### config.mk
export PLATFORM = sky130hd
export DESIGN_NAME = instr_fetch_queue_flat
export DESIGN_NICKNAME = d
export VERILOG_FILES = /design/src/rtl/instr_fetch_queue_if.sv /design/src/rtl/instr_fetch_queue.sv /design/src/flat_wrapper.sv
export SDC_FILE = /design/constraint.sdc
export NUM_CORES = 1
export LEC_CHECK = 0
export CAP_MARGIN = 30
export CORE_ASPECT_RATIO = 0.5
export CORE_MARGIN = 2
export CORE_UTILIZATION = 39
export DETAILED_ROUTE_END_ITERATION = 8
export RECOVER_POWER = 50
export SYNTH_ARGS = -nofsm -noshare
export SYNTH_HDL_FRONTEND = slang
export SYNTH_SLANG_ARGS = --single-unit
### constraint.sdc
create_clock -name clk -period 7.2 [get_ports clk]
set_input_delay 1.08 -clock clk [delete_from_list [all_inputs] [get_ports clk]]
set_output_delay 1.08 -clock clk [all_outputs]
set_load 0.03 [all_outputs]
### src/rtl/instr_fetch_queue_if.sv
// Fetch-queue bus bundle: instruction-memory req/ack port, branch redirect and
// the valid/ready hand-off to decode.
//   master : the fetch queue (drives mem_req/mem_addr and the out_* head signals)
//   slave  : the environment (memory, MEM-stage redirect, decode)
interface instr_fetch_queue_if;
  logic        mem_req;
  logic [31:0] mem_addr;
  logic        mem_ack;
  logic [31:0] mem_rdata;
  logic        redirect;
  logic [31:0] redirect_pc;
  logic        out_valid;
  logic [31:0] out_instr;
  logic [31:0] out_pc_4;
  logic        out_ready;

  modport master (
    output mem_req, mem_addr, out_valid, out_instr, out_pc_4,
    input  mem_ack, mem_rdata, redirect, redirect_pc, out_ready
  );

  modport slave (
    input  mem_req, mem_addr, out_valid, out_instr, out_pc_4,
    output mem_ack, mem_rdata, redirect, redirect_pc, out_ready
  );
endinterface

### src/rtl/instr_fetch_queue.sv
// Instruction-fetch front end ahead of the IF/ID register. Owns the fetch PC,
// issues word fetches over req/ack, buffers {instr, pc+4} in a DEPTH-entry FIFO
// and presents the head to decode over valid/ready. A redirect flushes the FIFO,
// abandons the in-flight fetch and restarts at the target.
// Ports:
//   clk, rstn  : clock, asynchronous active-low reset
//   bus        : instr_fetch_queue_if.master (memory, redirect, decode hand-off)
//   stall_cnt  : cycles decode was ready but the queue was empty
//                (present only when IFQ_PERF_EN is defined)
// Optional feature macro: IFQ_PERF_EN
module instr_fetch_queue #(
  parameter int unsigned DEPTH    = 4,
  parameter logic [31:0] RESET_PC = 32'h0040_0000
) (
  input  logic                  clk,
  input  logic                  rstn,
  instr_fetch_queue_if.master   bus
`ifdef IFQ_PERF_EN
  ,
  output logic [31:0]           stall_cnt
`endif
);

  localparam int unsigned PW = $clog2(DEPTH);
  localparam int unsigned CW = PW + 1;

  localparam logic [1:0] S_IDLE = 2'd0;
  localparam logic [1:0] S_REQ  = 2'd1;
  localparam logic [1:0] S_DROP = 2'd2;

  logic [1:0]    state, state_n;
  logic [31:0]   fetch_pc, fetch_pc_n;
  logic [CW-1:0] count, count_n, count_pop;
  logic [PW-1:0] rd_ptr, rd_ptr_n, wr_ptr, wr_ptr_n;
  logic          push, pop;
  logic [31:0]   pc_plus4;
  logic          mem_req_n;
  logic [31:0]   mem_addr_n;
  logic          out_valid_n;
  logic [31:0]   out_instr_n, out_pc_4_n;

  logic [31:0]   fifo_instr [DEPTH];
  logic [31:0]   fifo_pc4   [DEPTH];

  // State and registered outputs.
  always_ff @(posedge clk or negedge rstn) begin
    if (!rstn) begin
      state         <= S_IDLE;
      fetch_pc      <= RESET_PC;
      count         <= '0;
      rd_ptr        <= '0;
      wr_ptr        <= '0;
      bus.mem_req   <= 1'b0;
      bus.mem_addr  <= RESET_PC;
      bus.out_valid <= 1'b0;
      bus.out_instr <= '0;
      bus.out_pc_4  <= '0;
    end else begin
      state         <= state_n;
      fetch_pc      <= fetch_pc_n;
      count         <= count_n;
      rd_ptr        <= rd_ptr_n;
      wr_ptr        <= wr_ptr_n;
      bus.mem_req   <= mem_req_n;
      bus.mem_addr  <= mem_addr_n;
      bus.out_valid <= out_valid_n;
      bus.out_instr <= out_instr_n;
      bus.out_pc_4  <= out_pc_4_n;
    end
  end

  // FIFO storage; data only, no reset needed.
  always_ff @(posedge clk) begin
    if (push) begin
      fifo_instr[wr_ptr] <= bus.mem_rdata;
      fifo_pc4[wr_ptr]   <= pc_plus4;
    end
  end

  // Next-state, queue bookkeeping and next output values.
  always_comb begin
    state_n    = state;
    fetch_pc_n = fetch_pc;
    push       = 1'b0;
    pop        = bus.out_valid & bus.out_ready;
    pc_plus4   = fetch_pc + 32'd4;
    count_pop  = count;
    count_n    = count;
    rd_ptr_n   = rd_ptr;
    wr_ptr_n   = wr_ptr;

    if (bus.redirect) begin
      // Flush: no push or pop this cycle; an ack on the stale address completes it.
      pop        = 1'b0;
      count_n    = '0;
      rd_ptr_n   = '0;
      wr_ptr_n   = '0;
      fetch_pc_n = bus.redirect_pc & ~32'h3;
      case (state)
        S_IDLE:  state_n = S_REQ;
        S_REQ:   state_n = bus.mem_ack ? S_REQ : S_DROP;
        S_DROP:  state_n = bus.mem_ack ? S_REQ : S_DROP;
        default: state_n = S_IDLE;
      endcase
    end else begin
      count_pop = count - CW'(pop);
      case (state)
        S_IDLE: begin
          if (count_pop < CW'(DEPTH)) state_n = S_REQ;
        end
        S_REQ: begin
          if (bus.mem_ack) begin
            push       = 1'b1;
            fetch_pc_n = pc_plus4;
            state_n    = ((count_pop + CW'(1)) < CW'(DEPTH)) ? S_REQ : S_IDLE;
          end
        end
        S_DROP: begin
          if (bus.mem_ack) state_n = S_REQ;
        end
        default: state_n = S_IDLE;
      endcase
      count_n  = count_pop + CW'(push);
      rd_ptr_n = rd_ptr + PW'(pop);
      wr_ptr_n = wr_ptr + PW'(push);
    end

    // DROP keeps the stale address on the bus until its ack arrives.
    mem_req_n  = (state_n != S_IDLE);
    mem_addr_n = (state_n == S_DROP) ? bus.mem_addr : fetch_pc_n;

    // Head after this edge: bypass the pushed word when the queue drains to it.
    out_valid_n = (count_n != '0);
    out_instr_n = '0;
    out_pc_4_n  = '0;
    if (count_n != '0) begin
      if (push && (count_pop == '0)) begin
        out_instr_n = bus.mem_rdata;
        out_pc_4_n  = pc_plus4;
      end else begin
        out_instr_n = fifo_instr[rd_ptr_n];
        out_pc_4_n  = fifo_pc4[rd_ptr_n];
      end
    end
  end

`ifdef IFQ_PERF_EN
  // Saturating count of cycles decode was ready but had nothing to take.
  always_ff @(posedge clk or negedge rstn) begin
    if (!rstn) begin
      stall_cnt <= '0;
    end else if (bus.out_ready && !bus.out_valid && !bus.redirect &&
                 (stall_cnt != 32'hFFFF_FFFF)) begin
      stall_cnt <= stall_cnt + 32'd1;
    end
  end
`endif

endmodule

### src/flat_wrapper.sv
// flat-port wrapper written by rule: the top's interface ports become plain ports
module instr_fetch_queue_flat 
#(
  parameter int unsigned DEPTH    = 4,
  parameter logic [31:0] RESET_PC = 32'h0040_0000
)
  (clk, rstn, bus_mem_req, bus_mem_addr, bus_out_valid, bus_out_instr, bus_out_pc_4, bus_mem_ack, bus_mem_rdata, bus_redirect, bus_redirect_pc, bus_out_ready);
  instr_fetch_queue_if bus_i ();
  input  logic clk;
  input  logic rstn;
  output wire logic [$bits(bus_i.mem_req)-1:0] bus_mem_req;
  output wire logic [$bits(bus_i.mem_addr)-1:0] bus_mem_addr;
  output wire logic [$bits(bus_i.out_valid)-1:0] bus_out_valid;
  output wire logic [$bits(bus_i.out_instr)-1:0] bus_out_instr;
  output wire logic [$bits(bus_i.out_pc_4)-1:0] bus_out_pc_4;
  input wire logic [$bits(bus_i.mem_ack)-1:0] bus_mem_ack;
  input wire logic [$bits(bus_i.mem_rdata)-1:0] bus_mem_rdata;
  input wire logic [$bits(bus_i.redirect)-1:0] bus_redirect;
  input wire logic [$bits(bus_i.redirect_pc)-1:0] bus_redirect_pc;
  input wire logic [$bits(bus_i.out_ready)-1:0] bus_out_ready;
  assign bus_mem_req = bus_i.mem_req;
  assign bus_mem_addr = bus_i.mem_addr;
  assign bus_out_valid = bus_i.out_valid;
  assign bus_out_instr = bus_i.out_instr;
  assign bus_out_pc_4 = bus_i.out_pc_4;
  assign bus_i.mem_ack = bus_mem_ack;
  assign bus_i.mem_rdata = bus_mem_rdata;
  assign bus_i.redirect = bus_redirect;
  assign bus_i.redirect_pc = bus_redirect_pc;
  assign bus_i.out_ready = bus_out_ready;
  instr_fetch_queue #(.DEPTH(DEPTH), .RESET_PC(RESET_PC)) u_core (.clk(clk), .rstn(rstn), .bus(bus_i));
endmodule
==> results of run 1 <==
-- area by class of cell --
class                      instances  area (um2)  area share (%)
inverter                          15        56.3           0.286
clock inverter                    17         148           0.750
clock buffer                      52        1070            5.46
sequential                       395       11200            56.7
multi-input combinational        624        4740            24.1
timing repair buffer             185        1830            9.28
tap                              540         676            3.43
-- synthesized netlist by cell type, types with 6 or more instances --
cell / instances / area share, %
o31a_1: 7 / 0.38
dfrtp_1: 137 / 21
o211a_1: 8 / 0.49
nor4_1: 12 / 0.46
o21ai_0: 19 / 0.59
xor2_1: 11 / 0.59
nor2b_1: 6 / 0.23
inv_1: 13 / 0.30
edfxtp_1: 256 / 47
nand3_1: 21 / 0.65
o2bb2ai_1: 14 / 0.75
nand2_1: 41 / 0.95
nand4_1: 12 / 0.46
a31oi_1: 10 / 0.39
a22o_1: 41 / 2.2
mux2i_1: 129 / 8.0
mux2_2: 45 / 3.1
buf_2: 23 / 0.71
xnor2_1: 32 / 1.7
ha_1: 10 / 0.77
buf_1: 9 / 0.21
a22oi_1: 8 / 0.37
and4_1: 7 / 0.38
nor3_1: 51 / 1.6
clkbuf_1: 32 / 0.74
nor2_1: 75 / 1.7
or3_1: 8 / 0.31
-- worst paths after layout --
check,to,slack (ns),cells after the start
min in group asynchronous,u_core.bus.mem_addr[5],0.62,1
max in group asynchronous,u_core.bus.out_pc_4[28],2.92,2
hold reg to reg,u_core.bus.mem_addr[18],0.50,1
setup reg to reg,u_core.bus.out_pc_4[26],3.50,12
setup / recovery,u_core.bus.out_pc_4[28],2.04,7
hold / removal,u_core.bus.mem_addr[18],0.50,1
-- kinds of logic (layout without fill, tap and decap cells) --
logic type	count (synthesis)	after routing	synth area share, %
AO/OA/AOI/OAI	128	128	6.18
XOR/XNOR	45	45	2.56
adder cells (fa/ha/maj)	10	10	0.770
buffers and inverters	83	269	2.22
flip-flops	395	395	68.8
multiplexers	175	175	11.1
AND/OR/NAND/NOR	266	266	8.37
-- state kept, by name, summed over array words and instances (netlist names) --
register	flops
u_core.wr_ptr	2
u_core.fifo_pc4	128
u_core.state	2
u_core.rd_ptr	2
u_core.bus.out_pc_4	32
u_core.bus.mem_addr	32
u_core.count	3
u_core.fetch_pc	32
u_core.bus.out_instr	32
u_core.fifo_instr	128
u_core.bus.mem_req	1
u_core.bus.out_valid	1
-- power groups by stage --
stage | Clock [uW] | Sequential (uW) | Combinational (uW)
2_1_floorplan | 0 | 3240 | 919
3_3_place_gp | 0 | 2940 | 1970
3_5_place_dp | 0 | 2950 | 2000
4_1_cts | 2000 | 2900 | 2000
5_1_grt | 2100 | 2920 | 2100
6_report | 1950 | 2890 | 1940
-- metal layers --
| layer | routed length (um) | vias to the layer above | GRT usage [%] |
|---|---|---|---|
| met5 | 0 | - | 0 |
| met4 | 656 | 0 | 4.64 |
| met3 | 1730 | 53 | 3.17 |
| met2 | 18900 | 217 | 30.4 |
| li1 | - | 4480 | - |
| met1 | 15900 | 4851 | 21.7 |
-- through the flow --
stage          util (%)  hold slack, ns  total power [uW]
6_report           48.3           0.503              6770
4_1_cts            48.5           0.509              6900
3_3_place_gp       45.3           0.489              4910
3_5_place_dp       45.5           0.495              4940
5_1_grt            48.3           0.518              7120
2_1_floorplan         -           0.490              4160
==> results.cfg, run 1 <==
[sta]
period_needed_ns = 5.16
fmax_mhz = 194
skew_ns = 0.0106
tightest_slew_ns = 3.34
setup_viol = 0
setup_ws_ns = 2.04
min_period_over_period_pct = 71.7
drv_slew = 159
slew_headroom_pct = -123
fin_tns_setup_ns = 0
timing_hold_violations_final = 0
rsz0062_at_grt = false

[cells_and_area]
finalInstanceArea_mm2 = 0.0197
final_common_cell = edfxtp_1
drive_above_1_share_pct = 10.8
antennaDiodeCount = 0
flow.area_growth_from_synthesis_pct = 21.2
fin_cells = 1828
n_fill_cell = 3481
nets = 1338
final_cell_mix = 256 x edfxtp_1, 137 x dfrtp_1, 129 x mux2i_1

[logic_synthesis]
synth-main-ff-cell = edfxtp_1
synth_seq_cells = 395
ys_seq_area_share_pct = 68.8
netlist_area_mm2 = 0.0162
synth-async-reset-ratio_pct = 35.2
synthCells = 1102
syn-num-nets = 1181
synth-edff-count = 256
synth_warnings = 0
synth_cell_type_count = 63
synth.avg_cell_area_um2 = 14.7

[routing]
drt-pass1-iter-count = 5
vias_per_cell = 5.25
wl_mm = 37.2
routedWlPerCell_um = 20.3
route.detailed.drc = 0
drt_iter0_markers = 611
final_antenna_net_count = 0
vias = 9601

[grt]
grt_pass1_wl_mm = 57.0
grt.total_usage_pct = 17.1
grt_max_degree = 81
gr-total-overflow = 0
grt_pass1_vias = 9967
antenna_found_initial = 0

[power]
p_sw_share_pct = 31.7
p_comb_share_pct = 28.6
p_sw_uw = 2150
clock_power_share_pct = 28.7
seqPwrFrac_pct = 42.7
p_int_uw = 4630
ir_drop_v = 0.000177
powerDensity_mw_per_mm2 = 344
leakage_uw = 0.00718

[setup_path]
cpMostUsedCell = clkbuf_1
startpoint = bus_redirect
crit_required_ns = 7.63
crit_chain = clkbuf_1, clkbuf_1, a21oi_4, clkbuf_1, mux2i_1, mux2_2, o2bb2ai_1
slowest_delay_ns = 1.88
path_max_fanout = 38
crit_type = in -> reg
start_kind = input pin
r2r_start = u_core.state[1]
path_buf_inv = 3
arrival_ns = 5.60
end_kind = register
crit_family = buffers and inverters
slowest_stage = clkbuf_1

[die]
core_region_area_mm2 = 0.0407
rows = 52
initial_core_util_pct = 39.9
pin_count = 167
dieArea_mm2 = 0.0434
die_w_um = 293
die_h_um = 148

[cts]
cts_tree = done
numCtsBuffers = 38
root_buffer = clkbuf_16
clk_pin_slew_worst_paths_ns = 0.06
clk_latency_ns = 0.53
htreeDepth = 2
numClockSinks = 395
cts_hold_buf = 0
postCtsResizedCells = 0
cts_setup_buffers = 0
cts_buffer_depth = 3

[job]
drv_cap = 4

[placement]
dp_cells = 1759
place_area_mm2 = 0.0185
place_ws_ns = 2.52
port-buffer-count = 164
hpwl_mm = 22.9
gp_congestion = 0.819

[status]
status = complete, but fails checks
violations = max-capacitance violations, max-slew violations

[min_path]
holdCritStartpoint = u_core.bus.mem_addr[18]
hold_path_class = reg -> reg
(Power assumes the default switching activity.)
==> inputs of run 2 (changes only) <==
==> constraint.sdc (replaced) <==
create_clock -name clk -period 5 [get_ports clk]
set_input_delay 0.75 -clock clk [delete_from_list [all_inputs] [get_ports clk]]
set_output_delay 0.75 -clock clk [all_outputs]
set_load 0.03 [all_outputs]
==> run 2 against run 1 <==
  * The run still ends with max-capacitance violations, max-slew violations left
  * Cell area about the same
  * Worst hold slack gained 0.00069 ns
  * Sequential share of layout area about the same
  * Total power up 44%
  * Global-route usage rose by 0.41 points
  * Core utilization about the same
  * Cell count is 0.49% higher
  * Register-to-register slack lost 1.7 ns
  * Via count grew 0.24%
  * Sequential power increased by 44%
  * Die area stayed put
  * Critical endpoint is now u_core.bus.out_pc_4[23]
  * Largest power group unchanged
==> results.cfg, run 2 (synthesis gave the netlist of run 1 again) <==
[cts]
cts_buffer_depth = 3
htreeDepth = 2
postCtsResizedCells = 0
root_buffer = clkbuf_16
clk_pin_slew_worst_paths_ns = 0.06
cts_setup_buffers = 0
numClockSinks = 395
numCtsBuffers = 38
cts_tree = done
clk_latency_ns = 0.54
cts_hold_buf = 0

[die]
initial_core_util_pct = 39.9
pin_count = 167
rows = 52
die_w_um = 293
dieArea_mm2 = 0.0434
die_h_um = 148
core_region_area_mm2 = 0.0407

[grt]
grt_pass1_vias = 10200
gr-total-overflow = 0
grt_max_degree = 60
grt_pass1_wl_mm = 58.8
antenna_found_initial = 3
grt.total_usage_pct = 17.6

[setup_path]
startpoint = bus_out_ready
crit_type = in -> reg
r2r_start = u_core.state[1]
r2r_slack_ns = 1.83
path_max_fanout = 51
crit_end = u_core.bus.out_pc_4[23]
crit_required_ns = 5.44
timing.rr.end = u_core.fifo_pc4[1][30]
end_kind = register
start_kind = input pin
reg2reg_depth = 5
arrival_ns = 3.91

[sta]
rsz0062_at_grt = false
fin_tns_setup_ns = 0
drv_slew = 114
tightest_slew_ns = 3.22
skew_ns = 0.0166
fmax_mhz = 288
min_period_over_period_pct = 69.4
slew_headroom_pct = -114
setup_ws_ns = 1.53
period_needed_ns = 3.47
timing_hold_violations_final = 0
setup_viol = 0

[cells_and_area]
nets = 1345
final_cell_mix = 256 x edfxtp_1, 137 x dfrtp_1, 129 x mux2i_1
final_common_cell = edfxtp_1
flow.area_growth_from_synthesis_pct = 21.3
drive_above_1_share_pct = 10.6
largestRegisters = u_core.fifo_instr x128, u_core.fifo_pc4 x128
finalInstanceArea_mm2 = 0.0197

[power]
leakage_uw = 0.00719
clock_power_share_pct = 28.1
powerDensity_mw_per_mm2 = 494
p_sw_share_pct = 32.1
p_sw_uw = 3130
seqPwrFrac_pct = 42.8
ir_drop_v = 0.000211
p_int_uw = 6600
p_comb_share_pct = 29.0

[routing]
drt_iter0_markers = 736
wl_mm = 38.0
route.detailed.drc = 0
routedWlPerCell_um = 20.7
drt-pass1-iter-count = 5
final_antenna_net_count = 0
vias_per_cell = 5.24
vias = 9624

[placement]
gp_congestion = 0.840
place_area_mm2 = 0.0186
hpwl_mm = 23.5
port-buffer-count = 164
place_ws_ns = 1.13

[status]
violations = max-capacitance violations, max-slew violations
status = complete, but fails checks

[job]
drv_cap = 3

[min_path]
hold_path_class = reg -> reg
==> run 2: changes by cell type in the layout (fill, tap and decap cells not counted), sizes merged <==
cell,previous run,this run
buf,17,24
bufinv,2,1
clkbuf,58,59
clkdlybuf4s50,87,88
clkinv,13,15
clkinvlp,2,1
diode,0,2
dlygate4sd3,75,74
inv,15,14
==> run 2: per-layer routing <==
| layer | GRT usage, % | vias to the layer above | wire [um] |
|---|---|---|---|
| met4 | 5.38 | 2 | 703 |
| li1 | - | 4488 | - |
| met3 | 3.66 | 51 | 1700 |
| met1 | 23.0 | 4888 | 16800 |
| met2 | 29.6 | 195 | 18800 |
| met5 | 0 | - | 13 |
==> run 2: layout make-up <==
cell class | count | area (um2)
tap | 540 | 676
fill | 3529 | 21000
inverter | 15 | 56.3
sequential | 395 | 11200
clock buffer | 53 | 1070
timing repair buffer | 192 | 1890
clock inverter | 16 | 104
multi-input combinational | 624 | 4730
antenna | 2 | 5.00
==> run 2: worst min-delay path by stage <==
| stage | from | end | slack [ns] | cells after the start |
|---|---|---|---|---|
| 2_1_floorplan | rstn | u_core.bus.mem_addr[0] | 0.45 | 0 |
| 3_3_place_gp | u_core.bus.mem_addr[31] | u_core.bus.mem_addr[31] | 0.50 | 1 |
| 3_5_place_dp | u_core.bus.mem_addr[1] | u_core.bus.mem_addr[1] | 0.50 | 1 |
| 4_1_cts | rstn | u_core.bus.mem_addr[17] | 0.19 | 1 |
| 5_1_grt | u_core.bus.mem_addr[26] | u_core.bus.mem_addr[26] | 0.52 | 1 |
| 6_report | u_core.bus.mem_addr[31] | u_core.bus.mem_addr[31] | 0.50 | 1 |
==> run 2: metrics by stage <==
| step | instances | total power, uW | utilization [%] | hold WS [ns] |
|---|---|---|---|---|
| global route | 1837 | 10200 | 48.4 | 0.519 |
| global placement | 1764 | 7090 | 45.5 | 0.496 |
| finish | 1837 | 9730 | 48.4 | 0.503 |
| detailed placement | 1766 | 7170 | 45.6 | 0.498 |
| CTS | 1835 | 9920 | 48.5 | 0.195 |
| floorplan | 1102 | 5990 | - | 0.454 |
==> run 2: worst max-delay path, cell delays in order <==
cell and delay, ns:
dlygate4sd3_1 0.59, and2_0 0.17, ha_1 0.18, ha_1 0.22, xor2_2 0.28, or3_2 0.18
buf_4 0.61, nand2_1 0.58, o2bb2ai_1 0.32
==> run 2: power by group through the flow <==
stage          clock network, uW  logic (uW)  registers, uW
2_1_floorplan                  0        1320           4660
3_3_place_gp                   0        2860           4230
3_5_place_dp                   0        2920           4250
4_1_cts                     2810        2930           4180
5_1_grt                     2950        3050           4210
6_report                    2740        2830           4170
